[src/rtl/pong_game_renderer.sv]
// Pong game state plus block renderer. The game advances once per frame, and
// the colour and linear address of the 20x20 block under (hc, vc) are
// produced one cycle later for the frame double buffer.
module pong_game_renderer #(
   parameter int unsigned BLOCKING_FACTOR = 20,
   parameter int unsigned MOVE_DIV        = 4,
   parameter int unsigned PADDLE_H        = 4,
   parameter int unsigned SERVE_FRAMES    = 60,
   parameter int unsigned POINT_FRAMES    = 30,
   parameter int unsigned WIN_SCORE       = 9
) (
   input  logic        clk,
   input  logic        rst,
   input  logic [9:0]  hc,
   input  logic [9:0]  vc,
   input  logic        btn_l_up,
   input  logic        btn_l_dn,
   input  logic        btn_r_up,
   input  logic        btn_r_dn,
   input  logic        btn_start,
   output logic [11:0] colorIn,
   output logic [9:0]  writeAddress,
   output logic [3:0]  score_l,
   output logic [3:0]  score_r,
   output logic        game_over
);

   localparam int unsigned COLS     = 32;
   localparam int unsigned ROWS     = 24;
   localparam int unsigned H_ACT    = COLS * BLOCKING_FACTOR;
   localparam int unsigned V_ACT    = ROWS * BLOCKING_FACTOR;
   localparam int unsigned CW       = 8;
   localparam int unsigned PAD_MAX  = ROWS - PADDLE_H;
   localparam int unsigned PAD_INIT = 10;
   localparam int unsigned BALL_X0  = 16;
   localparam int unsigned BALL_Y0  = 12;
   localparam int unsigned L_COL    = 1;
   localparam int unsigned R_COL    = 30;
   localparam int unsigned MID_COL  = 16;
   localparam int unsigned L_HIT_X  = L_COL + 1;
   localparam int unsigned R_HIT_X  = R_COL - 1;

   typedef enum logic [1:0] {SERVE, PLAY, POINT, GAME_OVER} phase_t;

   phase_t          state;
   logic [CW-1:0]   frame_cnt;
   logic [CW-1:0]   phase_cnt;
   logic            prev_origin;
   logic [4:0]      bx, by, lp, rp;
   logic            dx_neg, dy_neg;

   logic            origin_c, frame_tick_c, move_tick_c, active_c;
   logic [4:0]      col_c, row_c;
   logic            ball_c, pad_c, mid_c;
   logic [11:0]     color_c;
   logic [4:0]      lp_nxt, rp_nxt, bx_nxt, by_nxt;
   logic            dx_nxt, dy_nxt;

   // True when row y lies within the paddle whose top row is top.
   function automatic logic in_span(input logic [4:0] y, input logic [4:0] top);
      return (y >= top) && (6'(y) <= 6'(top) + 6'(PADDLE_H - 1));
   endfunction

   // One paddle step: a single pressed button moves it, saturating at the edges.
   function automatic logic [4:0] pad_step(input logic [4:0] top, input logic up,
                                           input logic dn);
      logic [4:0] res;
      res = top;
      if (up && !dn && top != 5'd0)
         res = top - 5'd1;
      else if (dn && !up && top < 5'(PAD_MAX))
         res = top + 5'd1;
      return res;
   endfunction

   // Frame and movement tick detection.
   always_comb begin
      origin_c     = (hc == 10'd0) && (vc == 10'd0);
      frame_tick_c = origin_c && !prev_origin;
      move_tick_c  = frame_tick_c && (frame_cnt == CW'(MOVE_DIV - 1));
   end

   // Block lookup and colour priority for the current scan position.
   always_comb begin
      active_c = (hc < 10'(H_ACT)) && (vc < 10'(V_ACT));
      col_c    = 5'(hc / 10'(BLOCKING_FACTOR));
      row_c    = 5'(vc / 10'(BLOCKING_FACTOR));
      ball_c   = (state != GAME_OVER) && (col_c == bx) && (row_c == by);
      pad_c    = ((col_c == 5'(L_COL)) && in_span(row_c, lp)) ||
                 ((col_c == 5'(R_COL)) && in_span(row_c, rp));
      mid_c    = (col_c == 5'(MID_COL)) && !row_c[0];
      color_c  = (state == GAME_OVER) ? 12'h400 : 12'h000;
      if (ball_c)
         color_c = 12'hF00;
      else if (pad_c)
         color_c = 12'hFFF;
      else if (mid_c)
         color_c = 12'h444;
   end

   // Candidate paddle and ball positions for a movement tick.
   always_comb begin
      lp_nxt = pad_step(lp, btn_l_up, btn_l_dn);
      rp_nxt = pad_step(rp, btn_r_up, btn_r_dn);
      dy_nxt = dy_neg;
      if (by == 5'd0 && dy_neg)
         dy_nxt = 1'b0;
      else if (by == 5'(ROWS - 1) && !dy_neg)
         dy_nxt = 1'b1;
      dx_nxt = dx_neg;
      if (bx == 5'(L_HIT_X) && dx_neg && in_span(by, lp_nxt))
         dx_nxt = 1'b0;
      else if (bx == 5'(R_HIT_X) && !dx_neg && in_span(by, rp_nxt))
         dx_nxt = 1'b1;
      bx_nxt = dx_nxt ? bx - 5'd1 : bx + 5'd1;
      by_nxt = dy_nxt ? by - 5'd1 : by + 5'd1;
   end

   // Game phase FSM, per-frame state updates and registered render outputs.
   always_ff @(posedge clk) begin
      if (rst) begin
         state        <= SERVE;
         frame_cnt    <= '0;
         phase_cnt    <= '0;
         prev_origin  <= 1'b0;
         bx           <= 5'(BALL_X0);
         by           <= 5'(BALL_Y0);
         dx_neg       <= 1'b0;
         dy_neg       <= 1'b0;
         lp           <= 5'(PAD_INIT);
         rp           <= 5'(PAD_INIT);
         score_l      <= 4'd0;
         score_r      <= 4'd0;
         game_over    <= 1'b0;
         colorIn      <= 12'h000;
         writeAddress <= 10'd0;
      end else begin
         prev_origin <= origin_c;

         if (active_c) begin
            colorIn      <= color_c;
            writeAddress <= {row_c, col_c};
         end else begin
            colorIn      <= 12'h000;
         end

         if (frame_tick_c) begin
            frame_cnt <= move_tick_c ? '0 : frame_cnt + CW'(1);
            case (state)
               SERVE: begin
                  bx <= 5'(BALL_X0);
                  by <= 5'(BALL_Y0);
                  if (move_tick_c) begin
                     lp <= lp_nxt;
                     rp <= rp_nxt;
                  end
                  if (phase_cnt == CW'(SERVE_FRAMES - 1)) begin
                     phase_cnt <= '0;
                     state     <= PLAY;
                  end else begin
                     phase_cnt <= phase_cnt + CW'(1);
                  end
               end
               PLAY: begin
                  if (move_tick_c) begin
                     lp     <= lp_nxt;
                     rp     <= rp_nxt;
                     bx     <= bx_nxt;
                     by     <= by_nxt;
                     dx_neg <= dx_nxt;
                     dy_neg <= dy_nxt;
                     if (bx_nxt == 5'd0) begin
                        score_r   <= (score_r == 4'd15) ? score_r : score_r + 4'd1;
                        phase_cnt <= '0;
                        state     <= POINT;
                     end else if (bx_nxt == 5'(COLS - 1)) begin
                        score_l   <= (score_l == 4'd15) ? score_l : score_l + 4'd1;
                        phase_cnt <= '0;
                        state     <= POINT;
                     end
                  end
               end
               POINT: begin
                  if (phase_cnt == CW'(POINT_FRAMES - 1)) begin
                     phase_cnt <= '0;
                     if (score_l == 4'(WIN_SCORE) || score_r == 4'(WIN_SCORE)) begin
                        state     <= GAME_OVER;
                        game_over <= 1'b1;
                     end else begin
                        state  <= SERVE;
                        bx     <= 5'(BALL_X0);
                        by     <= 5'(BALL_Y0);
                        dy_neg <= 1'b0;
                        // Serve toward whoever just missed.
                        dx_neg <= (bx == 5'd0);
                     end
                  end else begin
                     phase_cnt <= phase_cnt + CW'(1);
                  end
               end
               GAME_OVER: begin
                  if (btn_start) begin
                     score_l   <= 4'd0;
                     score_r   <= 4'd0;
                     lp        <= 5'(PAD_INIT);
                     rp        <= 5'(PAD_INIT);
                     bx        <= 5'(BALL_X0);
                     by        <= 5'(BALL_Y0);
                     phase_cnt <= '0;
                     state     <= SERVE;
                     game_over <= 1'b0;
                  end
               end
               default: state <= SERVE;
            endcase
         end
      end
   end

endmodule

[config.mk]
export PLATFORM = sky130hd
export DESIGN_NAME = pong_game_renderer
export DESIGN_NICKNAME = d
export VERILOG_FILES = /design/src/rtl/pong_game_renderer.sv
export SDC_FILE = /design/constraint.sdc
export NUM_CORES = 1
export LEC_CHECK = 0
export CORE_ASPECT_RATIO = 0.5
export CORE_MARGIN = 2
export CORE_UTILIZATION = 40
export DETAILED_ROUTE_END_ITERATION = 8
export PLACE_DENSITY_LB_ADDON = 0.12
export SETUP_SLACK_MARGIN = 0.2
export SYNTH_ARGS = -nofsm -noshare
export SYNTH_HDL_FRONTEND = slang
export SYNTH_SLANG_ARGS = --single-unit
[constraint.sdc]
create_clock -name clk -period 5.58 [get_ports clk]
set_input_delay 0.558 -clock clk [delete_from_list [all_inputs] [get_ports clk]]
set_output_delay 0.558 -clock clk [all_outputs]
set_load 0.03 [all_outputs]
==> impl_metrics.py <==
metrics = {
    "hold_path": {
        "min_path_cells": 2,
        "hold_path_class": "register to register",
        "min_to": "game_over",
        "worstHoldStart": "game_over",
    },
    "floorplan": {
        "rows": 32,
        "fp.dieArea_um2": 16900,
        "io_pins": 58,
        "core_um2": 15500,
        "start_util": 0.410,
        "dieWidth_um": 182,
        "die_y_um": 93.0,
    },
    "clock_network": {
        "cts-htree-levels": 3,
        "cts.reportedPaths.clkPinSlew_ps": 60,
        "clockBufferDepth": 2,
        "cts_sinks": 64,
        "cts_made_buffers": 9,
        "clock-root-buffer": "clkbuf_16",
        "worstSkewPairLatency_ps": 340,
        "cts_tree": "built",
        "cts_hold_buffers": 0,
    },
    "cells_and_area": {
        "final_area_um2": 8120,
        "fin_nets": 1015,
        "area_growth_pct": 28.3,
        "layout-drive-gt1-share": 0.176,
        "diodes": 0,
    },
    "global_routing": {
        "grt_pass1_vias": 5964,
        "grt_pass1_wl_um": 29600,
        "grtUsageTotal": 0.214,
        "grt-ovfl-total": 0,
        "antenna_found_initial": 0,
        "grt_max_degree": 36,
    },
    "placement": {
        "pre_cts_slack_ps": -281,
        "dp_hpwl_um": 13100,
        "globalplace.congestion": 0.902,
        "dpl_cell_area_um2": 7490,
        "io_buffer_count": 57,
    },
    "synthesis": {
        "synth_edf_count": 0,
        "synthCells": 816,
        "ys.flop_type": "dfxtp_1",
        "synth_most_common_cell": "nor2_1",
        "synth_fp_nets": 908,
        "ys_seq_area_frac": 0.202,
        "async_flop_share": 0,
        "yosysWarnings": 0,
        "post_synth_num_cell_types": 80,
        "syn-cell-area_um2": 6330,
        "synth.area.top_cells": "dfxtp_1 20%, ha_1 12%, nor2_1 4.3%, a21oi_1 4.2%, nand2_1 3.4%",
        "avgSynthCellArea_um2": 7.76,
        "synth_top_area_cell": "dfxtp_1",
        "synth_top_area_share": 0.202,
        "synthTopCellsByCount": "72 x nor2_1, 64 x dfxtp_1, 63 x ha_1",
        "ys_ff_latch": 64,
    },
    "detailed_routing": {
        "via_per_inst": 5.60,
        "dr.first_iter.drc_count": 362,
        "routed.top_layer": "met4",
        "wl_met2_um": 8010,
        "routed_wl_um": 17900,
        "vias": 6328,
        "wl_met1_um": 8910,
        "met3WireLength_um": 858,
        "post_drt_wl_per_cell_um": 15.9,
        "dr.pass1.iters": 7,
        "drc": 0,
        "final_antenna_net_count": 0,
    },
    "setup_path": {
        "r2r_start": "lp[0]",
        "crit_type": "input port to register",
        "reg2reg_to": "phase_cnt[5]",
        "worstPathRequired_ps": 5850,
        "worstPathMaxFanout": 5,
        "rr_worst_depth": 24,
        "worstSetupStartpointType": "input port",
        "arrival_ps": 5590,
        "reg2reg_slack_ps": 280,
        "endpoint_kind": "register",
    },
    "sta": {
        "max_freq_ghz": 0.188,
        "final-max-slew-violation-count": 0,
        "maxSlewHeadroom": 0.430,
        "fin_skew_ps": 12.1,
        "hold_viol_final": 0,
        "worst_hold_slack_ps": 485,
        "finalWorstSetupSlack_ps": 265,
        "min_period_over_period": 0.952,
        "worst_pin_slew_ps": 848,
        "setup_tns_ps": 0,
        "rsz0062_at_grt": "true",
        "fin_crit_ps": 5310,
        "setup_viol": 0,
    },
    "job": {
        "maxCapViolCount": 0,
    },
    "power_and_ir_drop": {
        "power.density_nw_per_um2": 165,
        "ir_drop_v": 0.000103,
        "power.leakage_nw": 3.23,
    },
    "outcome": {
        "status": "complete, no violations",
    },
}
what timing repair did:
item	4_1_cts	5_1_grt
pin swaps	3	40
setup endpoints to repair	7	18
resized for setup	8	45
buffers inserted	3	14
cloned	1	0
state kept, by name, summed over array words and instances, names as in the netlist:
name	cells
lp	5
dy_neg	1
frame_cnt	8
phase_cnt	8
state	2
by	5
prev_origin	1
writeAddress	10
score_l	4
rp	5
bx	5
dx_neg	1
score_r	4
colorIn	4
game_over	1
power by group:
group	switching (mW)	leakage (nW)	total, mW	internal (mW)
clock network	0.210	0.135	0.553	0.343
registers	0.00425	0.517	0.468	0.464
logic	0.176	2.58	0.315	0.139
total	0.391	3.23	1.34	0.946
worst max path at each step:
stage,start,endpoint,slack [ps],cells after the start
after detailed placement,btn_l_up,phase_cnt[7],-280,24
after CTS,btn_l_dn,phase_cnt[7],230,25
final,btn_r_dn,phase_cnt[5],270,24
after global routing,lp[1],phase_cnt[5],-70,25
after floorplan,rp[0],phase_cnt[5],200,28
after global placement,btn_l_dn,phase_cnt[7],-180,25
cell usage in the layout, fill, tap and decap left out, types with 20 or more instances in the layout:
cell type,n
clkdlybuf4s50_1,55
nand3_1,29
nor3_1,26
nand2_1,57
xor2_1,21
a21oi_1,46
buf_4,83
nor2_1,70
dfxtp_1,61
ha_1,58
o21ai_0,35
xnor2_1,20
inv_1,40
layer usage:
layer,up-vias,GRT usage
met3,15,0.0480
li1,3233,-
met2,113,0.343
met5,-,0
met4,0,0.0484
met1,2967,0.293
cell families (layout without fill, tap and decap cells):
logic type	count (synthesis)	after routing	synth area share
adder cells (fa/ha/maj)	66	66	0.132
flip-flops	64	64	0.202
XOR/XNOR	45	45	0.0623
buffers and inverters	89	199	0.0636
multiplexers	18	19	0.0294
AO/OA/AOI/OAI	227	227	0.249
AND/OR/NAND/NOR	307	307	0.260
stage by stage:
step,std cells,power (mW),utilization
2_1_floorplan,816,0.670,-
3_3_place_gp,1098,0.776,0.485
3_5_place_dp,1098,0.779,0.485
4_1_cts,1117,1.34,0.508
5_1_grt,1131,1.40,0.526
6_report,1131,1.34,0.526
layout make-up:
type	instances	area (um^2)
fillers	1475	7330
multi-input cells	664	4920
clock buffers	10	229
repair buffers	141	1210
clock inverters	5	58.8
inverters	43	164
flip-flops and latches	64	1280
well taps	204	255
critical path: stages:
cell,delay [ps]
clkdlybuf4s50_1,500
and2b_1,220
buf_4,150
a221o_1,340
o31a_1,160
nor3_2,210
xnor2_1,150
ha_1,260
nand2_1,90
nor2_1,40
a31oi_1,170
o21ai_1,130
nor2_2,160
nor3_4,80
fa_2,360
a21o_1,200
a21oi_2,170
xnor2_2,120
o211ai_1,150
a2bb2oi_2,210
o221ai_4,150
mux2_4,370
or4_4,520
a21oi_2,120
(Power assumes the default switching activity.)
